--- config.mk ---
export PLATFORM = sky130hd
export DESIGN_NAME = count_monitor_flat
export DESIGN_NICKNAME = d
export VERILOG_FILES = /design/src/rtl/count_monitor_if.sv /design/src/rtl/count_monitor.sv /design/src/flat_wrapper.sv
export SDC_FILE = /design/constraint.sdc
export NUM_CORES = 1
export LEC_CHECK = 0
export CORE_ASPECT_RATIO = 0.6
export CORE_MARGIN = 1.5
export CORE_UTILIZATION = 51
export DETAILED_ROUTE_END_ITERATION = 12
export HOLD_SLACK_MARGIN = 0.02
export PLACE_DENSITY_LB_ADDON = 0.2
export SETUP_SLACK_MARGIN = 0.15
export SYNTH_ARGS = -nofsm -noshare
export SYNTH_HDL_FRONTEND = slang
export SYNTH_SLANG_ARGS = --single-unit
--- constraint.sdc ---
create_clock -name clk -period 6.1 [get_ports clk]
set_clock_uncertainty 0.05 [all_clocks]
set_input_delay 0.61 -clock clk [delete_from_list [all_inputs] [get_ports clk]]
set_output_delay 0.61 -clock clk [all_outputs]
set_load 0.03 [all_outputs]
--- src/rtl/count_monitor_if.sv ---
// rtl/count_monitor_if.sv - observation bus between counter side and count_monitor (optional err_snap via COUNT_MON_SNAPSHOT_EN)
interface count_monitor_if #(
  parameter int WIDTH      = 4,
  parameter int WRAP_CNT_W = 8
);
  logic [WIDTH-1:0]      count;
  logic [WIDTH-1:0]      cmp_val;
  logic                  err_clr;
  logic                  wrap;
  logic                  match;
  logic                  step_err;
  logic [WRAP_CNT_W-1:0] wrap_cnt;
  logic [7:0]            err_cnt;
  logic                  locked;
  logic                  fault;
`ifdef COUNT_MON_SNAPSHOT_EN
  logic [2*WIDTH-1:0]    err_snap;
`endif

  modport master (
    output count, cmp_val, err_clr,
    input  wrap, match, step_err, wrap_cnt, err_cnt, locked, fault
`ifdef COUNT_MON_SNAPSHOT_EN
    , input err_snap
`endif
  );

  modport slave (
    input  count, cmp_val, err_clr,
    output wrap, match, step_err, wrap_cnt, err_cnt, locked, fault
`ifdef COUNT_MON_SNAPSHOT_EN
    , output err_snap
`endif
  );
endinterface

--- src/rtl/count_monitor.sv ---
// rtl/count_monitor.sv - step/wrap/match checker for a free-running up-counter; COUNT_MON_SNAPSHOT_EN adds err_snap
module count_monitor #(
  parameter int WIDTH      = 4,
  parameter int WRAP_CNT_W = 8,
  parameter int LOCK_N     = 4,
  parameter int ERR_LIMIT  = 3,
  parameter int STALL_OK   = 1
) (
  input  logic              clk,
  input  logic              res,
  count_monitor_if.slave    mon
);

  typedef enum logic [1:0] {
    ST_INIT   = 2'd0,
    ST_TRACK  = 2'd1,
    ST_LOCKED = 2'd2,
    ST_FAULT  = 2'd3
  } state_t;

  localparam logic [WIDTH-1:0]      MAX_VAL   = '1;
  localparam logic [WIDTH-1:0]      ONE_W     = {{(WIDTH-1){1'b0}}, 1'b1};
  localparam logic [WRAP_CNT_W-1:0] ONE_WC    = {{(WRAP_CNT_W-1){1'b0}}, 1'b1};
  localparam logic [7:0]            LOCK_N_L  = 8'(LOCK_N);
  localparam logic [7:0]            ERR_LIM_L = 8'(ERR_LIMIT);
  localparam logic                  STALL_B   = (STALL_OK != 0);

  state_t                state_q, state_d;
  logic [WIDTH-1:0]      prev_q, prev_d;
  logic [7:0]            good_run_q, good_run_d;
  logic [7:0]            err_cnt_q, err_cnt_d;
  logic [WRAP_CNT_W-1:0] wrap_cnt_q, wrap_cnt_d;
  logic                  wrap_q, wrap_d;
  logic                  match_q, match_d;
  logic                  step_err_q, step_err_d;
  logic                  locked_q, locked_d;
  logic                  fault_q, fault_d;
`ifdef COUNT_MON_SNAPSHOT_EN
  logic [2*WIDTH-1:0]    snap_q, snap_d;
  logic                  snap_taken_q, snap_taken_d;
`endif

  logic [WIDTH-1:0] prev_inc;
  logic [7:0]       run_inc;
  logic [7:0]       err_inc;
  logic             step_adv;
  logic             step_ok_stall;

  assign prev_inc      = prev_q + ONE_W;
  assign run_inc       = good_run_q + 8'd1;
  assign err_inc       = (err_cnt_q == 8'hFF) ? 8'hFF : err_cnt_q + 8'd1;
  assign step_adv      = (mon.count == prev_inc);
  assign step_ok_stall = STALL_B && (mon.count == prev_q);

  // Next-state and next-output computation for the monitor FSM
  always_comb begin
    state_d    = state_q;
    prev_d     = mon.count;
    good_run_d = good_run_q;
    err_cnt_d  = err_cnt_q;
    wrap_cnt_d = wrap_cnt_q;
    wrap_d     = 1'b0;
    match_d    = 1'b0;
    step_err_d = 1'b0;
`ifdef COUNT_MON_SNAPSHOT_EN
    snap_d       = snap_q;
    snap_taken_d = snap_taken_q;
    if (mon.err_clr) begin
      snap_d       = '0;
      snap_taken_d = 1'b0;
    end
`endif

    case (state_q)
      ST_INIT: begin
        // First live sample only primes prev
        state_d = ST_TRACK;
        if (mon.err_clr) err_cnt_d = 8'd0;
      end
      ST_TRACK, ST_LOCKED: begin
        if (mon.err_clr) err_cnt_d = 8'd0;
        if (prev_q == MAX_VAL && mon.count == '0) begin
          wrap_d     = 1'b1;
          wrap_cnt_d = wrap_cnt_q + ONE_WC;
        end
        match_d = (mon.count == mon.cmp_val) && (mon.count != prev_q);
        if (step_adv) begin
          if (state_q == ST_TRACK) begin
            good_run_d = run_inc;
            if (run_inc >= LOCK_N_L) state_d = ST_LOCKED;
          end
        end else if (!step_ok_stall) begin
          step_err_d = 1'b1;
          good_run_d = 8'd0;
          state_d    = ST_TRACK;
          // A simultaneous clear wins, so the error neither counts nor faults
          if (!mon.err_clr) begin
            err_cnt_d = err_inc;
            if (err_inc >= ERR_LIM_L) state_d = ST_FAULT;
`ifdef COUNT_MON_SNAPSHOT_EN
            if (!snap_taken_q) begin
              snap_d       = {prev_q, mon.count};
              snap_taken_d = 1'b1;
            end
`endif
          end
        end
      end
      default: begin
        // FAULT is sticky until cleared; counters and pulses are frozen
        if (mon.err_clr) begin
          state_d    = ST_INIT;
          err_cnt_d  = 8'd0;
          good_run_d = 8'd0;
        end
      end
    endcase

    locked_d = (state_d == ST_LOCKED);
    fault_d  = (state_d == ST_FAULT);
  end

  // Register all state and outputs; res low restarts alongside the counter
  always_ff @(posedge clk) begin
    if (!res) begin
      state_q    <= ST_INIT;
      prev_q     <= '0;
      good_run_q <= 8'd0;
      err_cnt_q  <= 8'd0;
      wrap_cnt_q <= '0;
      wrap_q     <= 1'b0;
      match_q    <= 1'b0;
      step_err_q <= 1'b0;
      locked_q   <= 1'b0;
      fault_q    <= 1'b0;
`ifdef COUNT_MON_SNAPSHOT_EN
      snap_q       <= '0;
      snap_taken_q <= 1'b0;
`endif
    end else begin
      state_q    <= state_d;
      prev_q     <= prev_d;
      good_run_q <= good_run_d;
      err_cnt_q  <= err_cnt_d;
      wrap_cnt_q <= wrap_cnt_d;
      wrap_q     <= wrap_d;
      match_q    <= match_d;
      step_err_q <= step_err_d;
      locked_q   <= locked_d;
      fault_q    <= fault_d;
`ifdef COUNT_MON_SNAPSHOT_EN
      snap_q       <= snap_d;
      snap_taken_q <= snap_taken_d;
`endif
    end
  end

  assign mon.wrap     = wrap_q;
  assign mon.match    = match_q;
  assign mon.step_err = step_err_q;
  assign mon.wrap_cnt = wrap_cnt_q;
  assign mon.err_cnt  = err_cnt_q;
  assign mon.locked   = locked_q;
  assign mon.fault    = fault_q;
`ifdef COUNT_MON_SNAPSHOT_EN
  assign mon.err_snap = snap_q;
`endif

endmodule

--- src/flat_wrapper.sv ---
// flat-port wrapper written by rule: the top's interface ports become plain ports
module count_monitor_flat 
#(
  parameter int WIDTH      = 4,
  parameter int WRAP_CNT_W = 8,
  parameter int LOCK_N     = 4,
  parameter int ERR_LIMIT  = 3,
  parameter int STALL_OK   = 1
)
  (clk, res, mon_count, mon_cmp_val, mon_err_clr, mon_wrap, mon_match, mon_step_err, mon_wrap_cnt, mon_err_cnt, mon_locked, mon_fault);
  count_monitor_if #(.WIDTH(WIDTH), .WRAP_CNT_W(WRAP_CNT_W)) mon_i ();
  input  logic clk;
  input  logic res;
  input wire logic [$bits(mon_i.count)-1:0] mon_count;
  input wire logic [$bits(mon_i.cmp_val)-1:0] mon_cmp_val;
  input wire logic [$bits(mon_i.err_clr)-1:0] mon_err_clr;
  output wire logic [$bits(mon_i.wrap)-1:0] mon_wrap;
  output wire logic [$bits(mon_i.match)-1:0] mon_match;
  output wire logic [$bits(mon_i.step_err)-1:0] mon_step_err;
  output wire logic [$bits(mon_i.wrap_cnt)-1:0] mon_wrap_cnt;
  output wire logic [$bits(mon_i.err_cnt)-1:0] mon_err_cnt;
  output wire logic [$bits(mon_i.locked)-1:0] mon_locked;
  output wire logic [$bits(mon_i.fault)-1:0] mon_fault;
  assign mon_i.count = mon_count;
  assign mon_i.cmp_val = mon_cmp_val;
  assign mon_i.err_clr = mon_err_clr;
  assign mon_wrap = mon_i.wrap;
  assign mon_match = mon_i.match;
  assign mon_step_err = mon_i.step_err;
  assign mon_wrap_cnt = mon_i.wrap_cnt;
  assign mon_err_cnt = mon_i.err_cnt;
  assign mon_locked = mon_i.locked;
  assign mon_fault = mon_i.fault;
  count_monitor #(.WIDTH(WIDTH), .WRAP_CNT_W(WRAP_CNT_W), .LOCK_N(LOCK_N), .ERR_LIMIT(ERR_LIMIT), .STALL_OK(STALL_OK)) u_core (.clk(clk), .res(res), .mon(mon_i));
endmodule
==> run metrics, run 1 <==
status=finished clean; Synth top area share=between 30 and 40%; CTS max path bufs=2; Max-Cap Viols=0; Synth area leader=dfxtp_1; Finished Layout Cells=299; cell count after synthesis=between 200 and 250; ant diodes=0; Relative slew margins=43.0%; Lkg Pwr=around 0.9 nW; dpl hpwl=3.16 mm; Die Ht=50.8 µm; setup bufs post-CTS=0; Root Buffer=clkbuf_8; worst r2r dst=u_core.mon.err_cnt[7]; part of the power in registers=44.3%; Setup TNS Final=0 ns; Max IR drop VDD=~150 µV; Starting Density=approximately 53%; Total GRT Usage=between 20% and 30%; Setup Viol. Count Final=0; DR iter-0 viols=100; die area=0.00420 mm²; pin count of the biggest net entering global routing=18; WL final=4.18 mm; Final Hold Vio Count=0; Pre-antenna DRT Iters=4; CTS Buf Count=5; CP arrival=around 3.0 ns; IO Count=32; start point of the worst hold path=u_core.mon.wrap_cnt[7]; syn nets=238; clock share of power=around two fifths; final net count=270; per-cell routed wire length=14.0 µm; initial antenna violation count=0; Max Freq=347 MHz; internal power=roughly 0.00040 W; total power draw=around 0.00054 W; CTS tree=done; vias in the first global route=about 1500; worst slew pin tran=around 0.85 ns; R2R depth=8; DRT antenna net count=0; Buffers on Ports=31; RSZ-0062 raised after global routing=false; EDFF count, synth=0; WHS Endpoint=u_core.mon.wrap_cnt[7]; hold depth=2; clk slew on worst S/H paths=approximately 0.07 ns; die width=between 80 and 90 µm; Max H-tree Level=2; Layout area overhead=23.5%; Sink Count=35; R2R Path Start=u_core.state_q[1]; worst-path maximum fanout=13; syn_area_per_cell=roughly 8.9 µm²; NetSw=0.000138 W; Seq cells post-synth=35; Slew Viols, Final=0; Reg2Reg Setup Slack=3.26 ns; GR Overflow Total=0; share of the yosys chip area belonging to registers=a little over a third; final period utilization=between 40 and 50%; DRC errors left=0; cell area power density=225 mW/mm²; asr flop ratio synth=0%; Post-Synthesis Cell Area=around 0.0019 mm²; crit path time final=2.89 ns; post-CTS sizing=0; cts hold-fix bufs=0; Area contributors post-synth=dfxtp_1 36%, ha_1 5.2%, xor2_1 4.1%, nor2_1 3.9%, xnor2_1 3.2%; Clock Latency Late Sink=~0.28 ns; vias per cell=~5.7; Gate power share=about 16%; WHS=0.448 ns; via count=1700; Hold Crit Class=register to register; Ys Warns=0; Synth cell types=52; Sw Share=about a quarter; Worst Setup Start Kind=input pin; placer congestion estimate=0.844; crit path kind=input pin to register; share of layout cells above drive strength 1=under 10%; std cell rows=17; core box area=0.00366 mm²; final core occ=about two thirds; global-route wire length before repair=7.11 mm; Placed Cells=about 290; Crit. End Element=register; Most used DFF post-synth=dfxtp_1; CP Data Required Time=between 6 and 7 ns
-- worst max-delay path by stage --
| stage | startpoint | to | slack (ns) | cells after the start |
|---|---|---|---|---|
| floorplan | u_core.state_q[0] | u_core.mon.wrap_cnt[7] | 3.94 | 7 |
| global placement | mon_count[0] | u_core.mon.err_cnt[7] | 3.07 | 7 |
| detailed placement | mon_count[0] | u_core.mon.err_cnt[7] | 2.95 | 7 |
| CTS | mon_count[0] | u_core.mon.err_cnt[7] | 3.23 | 7 |
| global route | u_core.state_q[0] | u_core.mon.err_cnt[7] | 2.95 | 8 |
| finish | mon_count[0] | u_core.mon.err_cnt[7] | 3.21 | 7 |
-- cell usage after synthesis (all sizes together), types with 2 or more instances --
master / n
xor2: 9
a41oi: 3
a31oi: 4
ha: 8
o31ai: 2
xnor2: 7
a311oi: 2
o21ai: 11
a31o: 2
nor4: 5
a21oi: 7
and2: 8
nand2b: 4
nor3b: 2
and3: 6
nor2b: 2
mux2i: 2
a32o: 2
inv: 9
dfxtp: 35
o21a: 2
a211oi: 6
nand3: 8
or3: 2
and4: 3
nand2: 13
and4b: 2
buf: 2
nand4: 4
a221oi: 2
nor3: 11
clkbuf: 4
nor2: 20
-- final cells by class --
| cell class | count | area [µm²] |
|---|---|---|
| tap | 47 | 58.8 |
| fill | 316 | 1260 |
| clock inverter | 2 | 35.0 |
| timing repair buffer | 31 | 310 |
| clock buffer | 6 | 82.6 |
| multi-input combinational | 169 | 1180 |
| sequential | 35 | 701 |
| inverter | 9 | 33.8 |
-- cell usage in the layout, fill, tap and decap left out, types with 2 or more instances in the layout --
cell type,netlist,layout
o21a_1,2,2
mux2i_1,2,2
and4b_1,2,2
nand4_1,4,4
a21oi_1,7,7
xnor2_1,7,7
clkdlybuf4s50_1,0,31
clkbuf_8,0,6
inv_1,8,8
nand2_1,13,13
nor2b_1,2,2
a32o_1,2,2
xor2_1,9,9
nor3b_1,2,2
and2_1,7,7
a41oi_1,3,3
dfxtp_1,35,35
nand3_1,8,8
nor4_1,3,3
nor3_1,10,10
a311oi_1,2,2
and4_1,3,3
a31oi_1,4,4
a31o_1,2,2
o21ai_1,4,4
or3_1,2,2
ha_1,8,8
a211oi_1,6,6
and3_1,6,6
nand2b_1,4,4
nor2_1,20,20
o21ai_0,7,7
-- worst max-delay path, stage by stage --
cell and delay, ns:
clkdlybuf4s50_1 0.60, xnor2_1 0.16, a41oi_1 0.34, a21boi_1 0.75, nand2_1 0.20, nor4_1 0.27, nor3_1 0.07
-- stage by stage --
stage	area, µm²	worst slack, ns
2_1_floorplan	1940	3.94
3_3_place_gp	2280	3.07
3_5_place_dp	2280	2.95
4_1_cts	2400	3.23
5_1_grt	2400	2.95
6_report	2400	3.21
-- logic make-up after synthesis --
kind of cell,count (synthesis),synth area share (%)
muxes,2,1.03
and+or+nand+nor,94,27.7
AOI/OAI and AO/OA,48,18.2
xor gates and xnor gates,17,8.44
buffers and inverters,15,3.35
adders and majority gates,8,5.15
DFF,35,36.1
-- registers in the layout, summed over array words and instances (netlist names) --
signal / cells
u_core.good_run_q: 8
u_core.mon.match: 1
u_core.mon.fault: 1
u_core.mon.step_err: 1
u_core.prev_q: 4
u_core.mon.wrap_cnt: 8
u_core.mon.wrap: 1
u_core.mon.err_cnt: 8
u_core.mon.locked: 1
u_core.state_q: 2
-- power groups by stage --
| stage | clock network (W) | registers (W) | logic (W) |
|---|---|---|---|
| CTS | 0.000219 | 0.000239 | 0.0000872 |
| global placement | 0 | 0.000244 | 0.0000851 |
| detailed placement | 0 | 0.000244 | 0.0000869 |
| floorplan | 0 | 0.000248 | 0.0000579 |
| finish | 0.000214 | 0.000239 | 0.0000871 |
| global route | 0.000231 | 0.000240 | 0.0000963 |
-- routing by layer --
| metal | routed length, µm | GRT usage (%) |
|---|---|---|
| met5 | 0 | 0 |
| met4 | 31 | 7.50 |
| met3 | 249 | 5.64 |
| met2 | 1670 | 31.4 |
| met1 | 2230 | 33.7 |
No activity file was read; power rests on OpenSTA's default activity.
==> inputs of run 2 (changes only) <==
--- a/config.mk
+++ b/config.mk
@@ -7,7 +7,7 @@
 export LEC_CHECK = 0
 export CORE_ASPECT_RATIO = 0.6
 export CORE_MARGIN = 1.5
-export CORE_UTILIZATION = 51
+export CORE_UTILIZATION = 48
 export DETAILED_ROUTE_END_ITERATION = 12
 export HOLD_SLACK_MARGIN = 0.02
 export PLACE_DENSITY_LB_ADDON = 0.2
==> constraint.sdc (replaced) <==
create_clock -name clk -period 2.5 [get_ports clk]
set_clock_uncertainty 0.05 [all_clocks]
set_input_delay 0.25 -clock clk [delete_from_list [all_inputs] [get_ports clk]]
set_output_delay 0.25 -clock clk [all_outputs]
set_load 0.03 [all_outputs]
==> run 2 against run 1 <==
The run now ends with design-rule violations left. Via count is 5.0% higher. Critical endpoint is now u_core.mon.locked. Clock power is 140% higher. Global-route usage is 2.0 points lower. Critical path type is now register to register.
==> run metrics, run 2 (synthesis gave the netlist of run 1 again) <==
Setup TNS Final=0 ns (unchanged); Max Freq=461 MHz; per-cell routed wire length=14.1 µm (was 14.0 µm); Setup Viol. Count Final=0 (unchanged); die width=85.1 µm (was 82.7 µm); die area=0.00445 mm² (was 0.00420 mm²); hold depth=2 (unchanged); FILL cells=321 (was 316); initial antenna violation count=0 (unchanged); Clock Latency Late Sink=0.28 ns (about the same); Slew Viols, Final=0 (unchanged); Worst Setup Start Kind=register (was input pin); vias in the first global route=1521 (was 1520); Final Hold Vio Count=0 (unchanged); DR iter-0 viols=134 (was 100); R2R depth=7 (was 8); commonest cells after routing, fill and taps aside=35 x dfxtp_1, 31 x clkdlybuf4s50_1, 20 x nor2_1 (unchanged); clk slew on worst S/H paths=0.07 ns (about the same); CTS tree=done (unchanged); cts hold-fix bufs=0 (unchanged); CTS max path bufs=2 (unchanged); commonest non-fill, non-tap cell in the layout=dfxtp_1 (unchanged); Starting Density=51.6% (was 53.1%); std cell rows=17 (unchanged); Setup WS post-layout=0.333 ns (was 3.21 ns); Lkg Pwr=0.930 nW (was 0.881 nW); share of layout cells above drive strength 1=10.3% (was 6.35%); global-route wire length before repair=7.22 mm (was 7.11 mm); IO Count=32 (unchanged); WL final=4.37 mm (was 4.18 mm); start point of the worst hold path=u_core.mon.wrap_cnt[7] (unchanged); RSZ-0062 raised after global routing=false (unchanged); Relative slew margins=77.4% (was 43.0%); R2R Path Start=u_core.prev_q[0] (was u_core.state_q[1]); Root Buffer=clkbuf_8 (unchanged); CP Data Required Time=2.65 ns (was 6.22 ns); Buffers on Ports=31 (unchanged); pin count of the biggest net entering global routing=14 (was 18); worst slew pin tran=0.337 ns (was 0.853 ns); GR Overflow Total=0 (unchanged); core box area=0.00376 mm² (was 0.00366 mm²); WHS Endpoint=u_core.mon.wrap_cnt[7] (unchanged); Reg2Reg Setup Slack=0.33 ns (was 3.26 ns); via count=1785 (was 1700); worst-path maximum fanout=6 (was 13); crit path time final=2.17 ns; worst r2r dst=u_core.mon.locked (was u_core.mon.err_cnt[7]); final net count=280 (was 270); placer congestion estimate=0.828 (was 0.844); Sink Count=35 (unchanged); dpl hpwl=3.24 mm (was 3.16 mm); vias per cell=5.78 (was 5.69); Hold Crit Class=register to register (unchanged); CP arrival=2.32 ns (was 3.00 ns); CTS Buf Count=5 (unchanged); final period utilization=around 87%; dpl ws=0.0936 ns (was 2.95 ns); Pre-antenna DRT Iters=8 (was 4); cell area power density=543 mW/mm² (was 225 mW/mm²); ant diodes=0 (unchanged); Max-Cap Viols=0 (unchanged); Crit. End Element=register (unchanged); DRT antenna net count=0 (unchanged); Total GRT Usage=20.6% (was 22.7%); status=finished, violations left (was finished clean); DRC errors left=1 (was 0); crit path kind=register to register (was input pin to register); Layout area overhead=27.7% (was 23.5%); violated checks=design-rule violations; Max H-tree Level=2 (unchanged); final core occ=65.9% (was 65.5%); Die Ht=52.3 µm (was 50.8 µm); Max IR drop VDD=318 µV (was 150 µV)
run 2: final cells by class:
| class | instances | area (µm²) | area share [%] |
|---|---|---|---|
| Timing Repair Buffer | 41 | 385 | 15.5 |
| Multi-Input combinational cell | 169 | 1180 | 47.7 |
| Clock buffer | 6 | 82.6 | 3.33 |
| Tap cell | 47 | 58.8 | 2.37 |
| Clock inverter | 2 | 35.0 | 1.41 |
| Inverter | 9 | 33.8 | 1.36 |
| Sequential cell | 35 | 701 | 28.3 |
run 2: worst max-delay path by stage:
| stage | to | cells past startpoint | slack, ns | start |
|---|---|---|---|---|
| 2_1_floorplan | u_core.mon.wrap_cnt[7] | 7 | 0.34 | u_core.state_q[0] |
| 3_3_place_gp | u_core.good_run_q[4] | 7 | 0.18 | mon_count[3] |
| 3_5_place_dp | u_core.good_run_q[4] | 7 | 0.09 | mon_count[3] |
| 4_1_cts | u_core.good_run_q[4] | 7 | 0.26 | u_core.prev_q[0] |
| 5_1_grt | u_core.mon.locked | 7 | 0.15 | u_core.prev_q[0] |
| 6_report | u_core.mon.locked | 7 | 0.33 | u_core.prev_q[0] |
run 2: what timing repair did:
item / 4_1_cts / 5_1_grt
gates resized for setup: 0 / 1
setup buffers: 0 / 1
setup endpoints to repair: 0 / 2
run 2: worst max-delay path, cell delays in order, from the launching register on:
cell	delay, ns
dfxtp_1	0.37
ha_1	0.20
xor3_1	0.42
nor3_2	0.19
and2_4	0.23
a211oi_1	0.08
o31ai_2	0.34
nor3b_1	0.21
run 2: metal layers:
layer	vias up	part of all wire (%)	GRT usage (%)
li1	890	-	-
met1	832	53	31.8
met2	59	40	28.8
met3	4	6.8	4.72
met4	0	0.69	4.10
met5	-	0	0
run 2: power by group:
group          total, W  leakage, nW  internal, W  switching [W]
clock          0.000522       0.0612     0.000323       0.000200
combinational  0.000240        0.585     0.000108       0.000133
sequential     0.000584        0.284     0.000571      0.0000134
total           0.00135        0.930      0.00100       0.000346
run 2: stage by stage:
step	power [W]	instance area, µm²	hold slack (ns)	instances
2_1_floorplan	0.000747	1940	0.322	219
3_3_place_gp	0.000823	2350	0.421	300
3_5_place_dp	0.000827	2350	0.430	300
4_1_cts	0.00135	2460	0.441	308
5_1_grt	0.00140	2480	0.466	309
6_report	0.00135	2480	0.439	309
==> inputs of run 3 (changes only) <==
--- a/config.mk
+++ b/config.mk
@@ -5,7 +5,7 @@
 export SDC_FILE = /design/constraint.sdc
 export NUM_CORES = 1
 export LEC_CHECK = 0
-export CORE_ASPECT_RATIO = 0.6
+export CORE_ASPECT_RATIO = 1.75
 export CORE_MARGIN = 1.5
 export CORE_UTILIZATION = 48
 export DETAILED_ROUTE_END_ITERATION = 12
==> run 3 against run 2 <==
The flow now finishes without violations. Register-to-register slack about the same. Final area decreased by 0.10%. Die area about the same. Routed wire length increased by 4.2%. Critical endpoint is now u_core.good_run_q[4]. Highest routed layer unchanged.
==> run metrics, run 3 (synthesis gave the netlist of run 1 again) <==
status=finished clean (was finished, violations left); Root Buffer=clkbuf_8 (unchanged); Gate power share=17.8% (was 17.9%); IO Count=32 (unchanged); CP Data Required Time=2.63 ns (was 2.65 ns); std cell rows=30 (was 17); Max Freq=460 MHz (was 461 MHz); start point of the worst hold path=u_core.mon.wrap_cnt[7] (unchanged); Post-Layout Inst Area=0.00248 mm² (about the same); area of the multi-input gates=0.00119 mm² (was 0.00118 mm²); Max IR drop VDD=377 µV (was 318 µV); Critical Path Sink=u_core.good_run_q[4] (was u_core.mon.locked); Slew Viols, Final=0 (unchanged); worst r2r dst=u_core.good_run_q[4] (was u_core.mon.locked); vias in the first global route=1699 (was 1521); CP cell instances=ha_1 -> xor3_1 -> nor3_2 -> and2_4 -> a221oi_4 -> buf_4 -> o21ai_1 -> a32o_1 (was ha_1 -> xor3_1 -> nor3_2 -> and2_4 -> a211oi_1 -> o31ai_2 -> nor3b_1); Final Hold Vio Count=0 (unchanged); cell area power density=536 mW/mm² (was 543 mW/mm²); R2R depth=8 (was 7); CTS tree=done (unchanged); placer congestion estimate=0.842 (was 0.828); die area=0.00445 mm² (about the same); Pre-antenna DRT Iters=4 (was 8); Crit. End Element=register (unchanged); worst-path maximum fanout=9 (was 6); crit path kind=register to register (unchanged); Total GRT Usage=22.6% (was 20.6%); cts hold-fix bufs=0 (unchanged); Setup TNS Final=0 ns (unchanged); global-route wire length before repair=7.62 mm (was 7.22 mm); Sink Count=35 (unchanged); FILL cells=333 (was 321); WHS=0.457 ns (was 0.439 ns); GR Overflow Total=0 (unchanged); CP Launch Point=u_core.prev_q[0] (unchanged); clock share of power=38.2% (was 38.8%); Clock Latency Late Sink=0.29 ns (was 0.28 ns); CP arrival=2.31 ns (was 2.32 ns); Hold Crit Class=register to register (unchanged); per-cell routed wire length=14.7 µm (was 14.1 µm); NetSw=0.000356 W (was 0.000346 W); critical path's largest stage delay=0.40 ns (was 0.42 ns); Placed Cells=300 (unchanged); share of layout cells above drive strength 1=9.96% (was 10.3%); worst slew pin tran=0.429 ns (was 0.337 ns); Layout area overhead=27.6% (was 27.7%); Sw Share=26.8% (was 25.7%); Buffers on Ports=31 (unchanged); total power draw=0.00133 W (was 0.00135 W); part of the power in registers=44.0% (was 43.4%); Worst Setup Start Kind=register (unchanged); WL final=4.55 mm (was 4.37 mm); via count=1800 (was 1785); clk slew on worst S/H paths=0.07 ns (about the same); Finished Layout Cells=309 (unchanged); Die Ht=87.1 µm (was 52.3 µm); Reg2Reg Setup Slack=0.32 ns (was 0.33 ns); CP top delay family=compound AO/OA/AOI/OAI gates (was simple AND/OR/NAND/NOR gates); final net count=279 (was 280); final period utilization=87.0% (was 86.7%); placed instance area=0.00234 mm² (was 0.00235 mm²); DRT antenna net count=0 (unchanged); RSZ-0062 raised after global routing=false (unchanged); core box area=0.00387 mm² (was 0.00376 mm²); Max-Cap Viols=0 (unchanged); Starting Density=50.2% (was 51.6%); Max H-tree Level=2 (unchanged); ant diodes=0 (unchanged); R2R Path Start=u_core.prev_q[0] (unchanged); DRC errors left=0 (was 1); Worst path depth=8 (was 7); CTS Buf Count=5 (unchanged); CP bufs+invs=1 (was 0); commonest cells after routing, fill and taps aside=35 x dfxtp_1, 31 x clkdlybuf4s50_1, 20 x nor2_1 (unchanged); Slowest-stage cell, CP=xor3_1 (unchanged); commonest non-fill, non-tap cell in the layout=dfxtp_1 (unchanged); die width=51.1 µm (was 85.1 µm); vias per cell=5.83 (was 5.78); Relative slew margins=71.3% (was 77.4%); Reg area=701 µm² (unchanged); DR iter-0 viols=52 (was 134); crit path time final=2.18 ns (was 2.17 ns); pin count of the biggest net entering global routing=14 (unchanged); dpl hpwl=3.45 mm (was 3.24 mm); internal power=0.000973 W (was 0.00100 W); initial antenna violation count=0 (unchanged); CTS max path bufs=2 (unchanged); Setup Viol. Count Final=0 (unchanged); Lkg Pwr=0.921 nW (was 0.930 nW)
-- run 3: changes by cell type in the layout (fill, tap and decap cells not counted) --
cell / before / now
nor4_4: 1 / 2
clkinv_4: 0 / 1
buf_4: 10 / 9
clkbuf_8: 6 / 5
nor4_2: 1 / 0
-- run 3: layer usage --
layer	vias to the layer above	track usage [%]	share of wire (%)
li1	887	-	-
met1	856	22.2	38
met2	47	43.4	56
met3	10	3.78	3.2
met4	0	11.3	2.8
met5	-	0	0
-- run 3: worst register-to-register path: cells and delay by family, from the launching register on --
kind                       cells  cell delay, ns
AOI/OAI and AO/OA              3            0.58
xor gates and xnor gates       1            0.40
adders and majority gates      1            0.24
buffers and inverters          1            0.19
DFF                            1            0.35
and+or+nand+nor                2            0.27
-- run 3: worst min path at each step --
stage,to,slack [ns],cells after the start
finish,u_core.mon.wrap_cnt[7],0.46,2
global route,u_core.mon.wrap_cnt[7],0.47,2
detailed placement,u_core.mon.wrap_cnt[7],0.43,2
global placement,u_core.mon.wrap_cnt[7],0.42,2
floorplan,u_core.prev_q[0],0.32,1
CTS,u_core.mon.wrap_cnt[7],0.45,2
-- run 3: stage by stage --
| step | util [%] | worst slack (ns) |
|---|---|---|
| after floorplan | - | 0.342 |
| after global placement | 60.6 | 0.158 |
| after detailed placement | 60.6 | 0.126 |
| after CTS | 63.5 | 0.252 |
| after global routing | 64.1 | 0.171 |
| final | 64.1 | 0.324 |
-- run 3: area by class of cell --
class,count,area share (%)
clock inverters,3,1.77
multi-input cells,169,48.1
flip-flops and latches,35,28.3
well taps,48,2.42
inverters,9,1.36
repair buffers,40,15.3
clock buffers,5,2.78
-- run 3: timing repair --
| action | 4_1_cts | 5_1_grt |
|---|---|---|
| buffers inserted | 0 | 1 |
| gates resized for setup | 0 | 2 |
| setup endpoints to repair | 0 | 4 |
-- run 3: power by group through the flow --
stage | sequential [W] | combinational, W | clock (W)
2_1_floorplan | 0.000606 | 0.000141 | 0
3_3_place_gp | 0.000596 | 0.000226 | 0
3_5_place_dp | 0.000596 | 0.000227 | 0
4_1_cts | 0.000584 | 0.000229 | 0.000524
5_1_grt | 0.000586 | 0.000261 | 0.000547
6_report | 0.000584 | 0.000237 | 0.000508
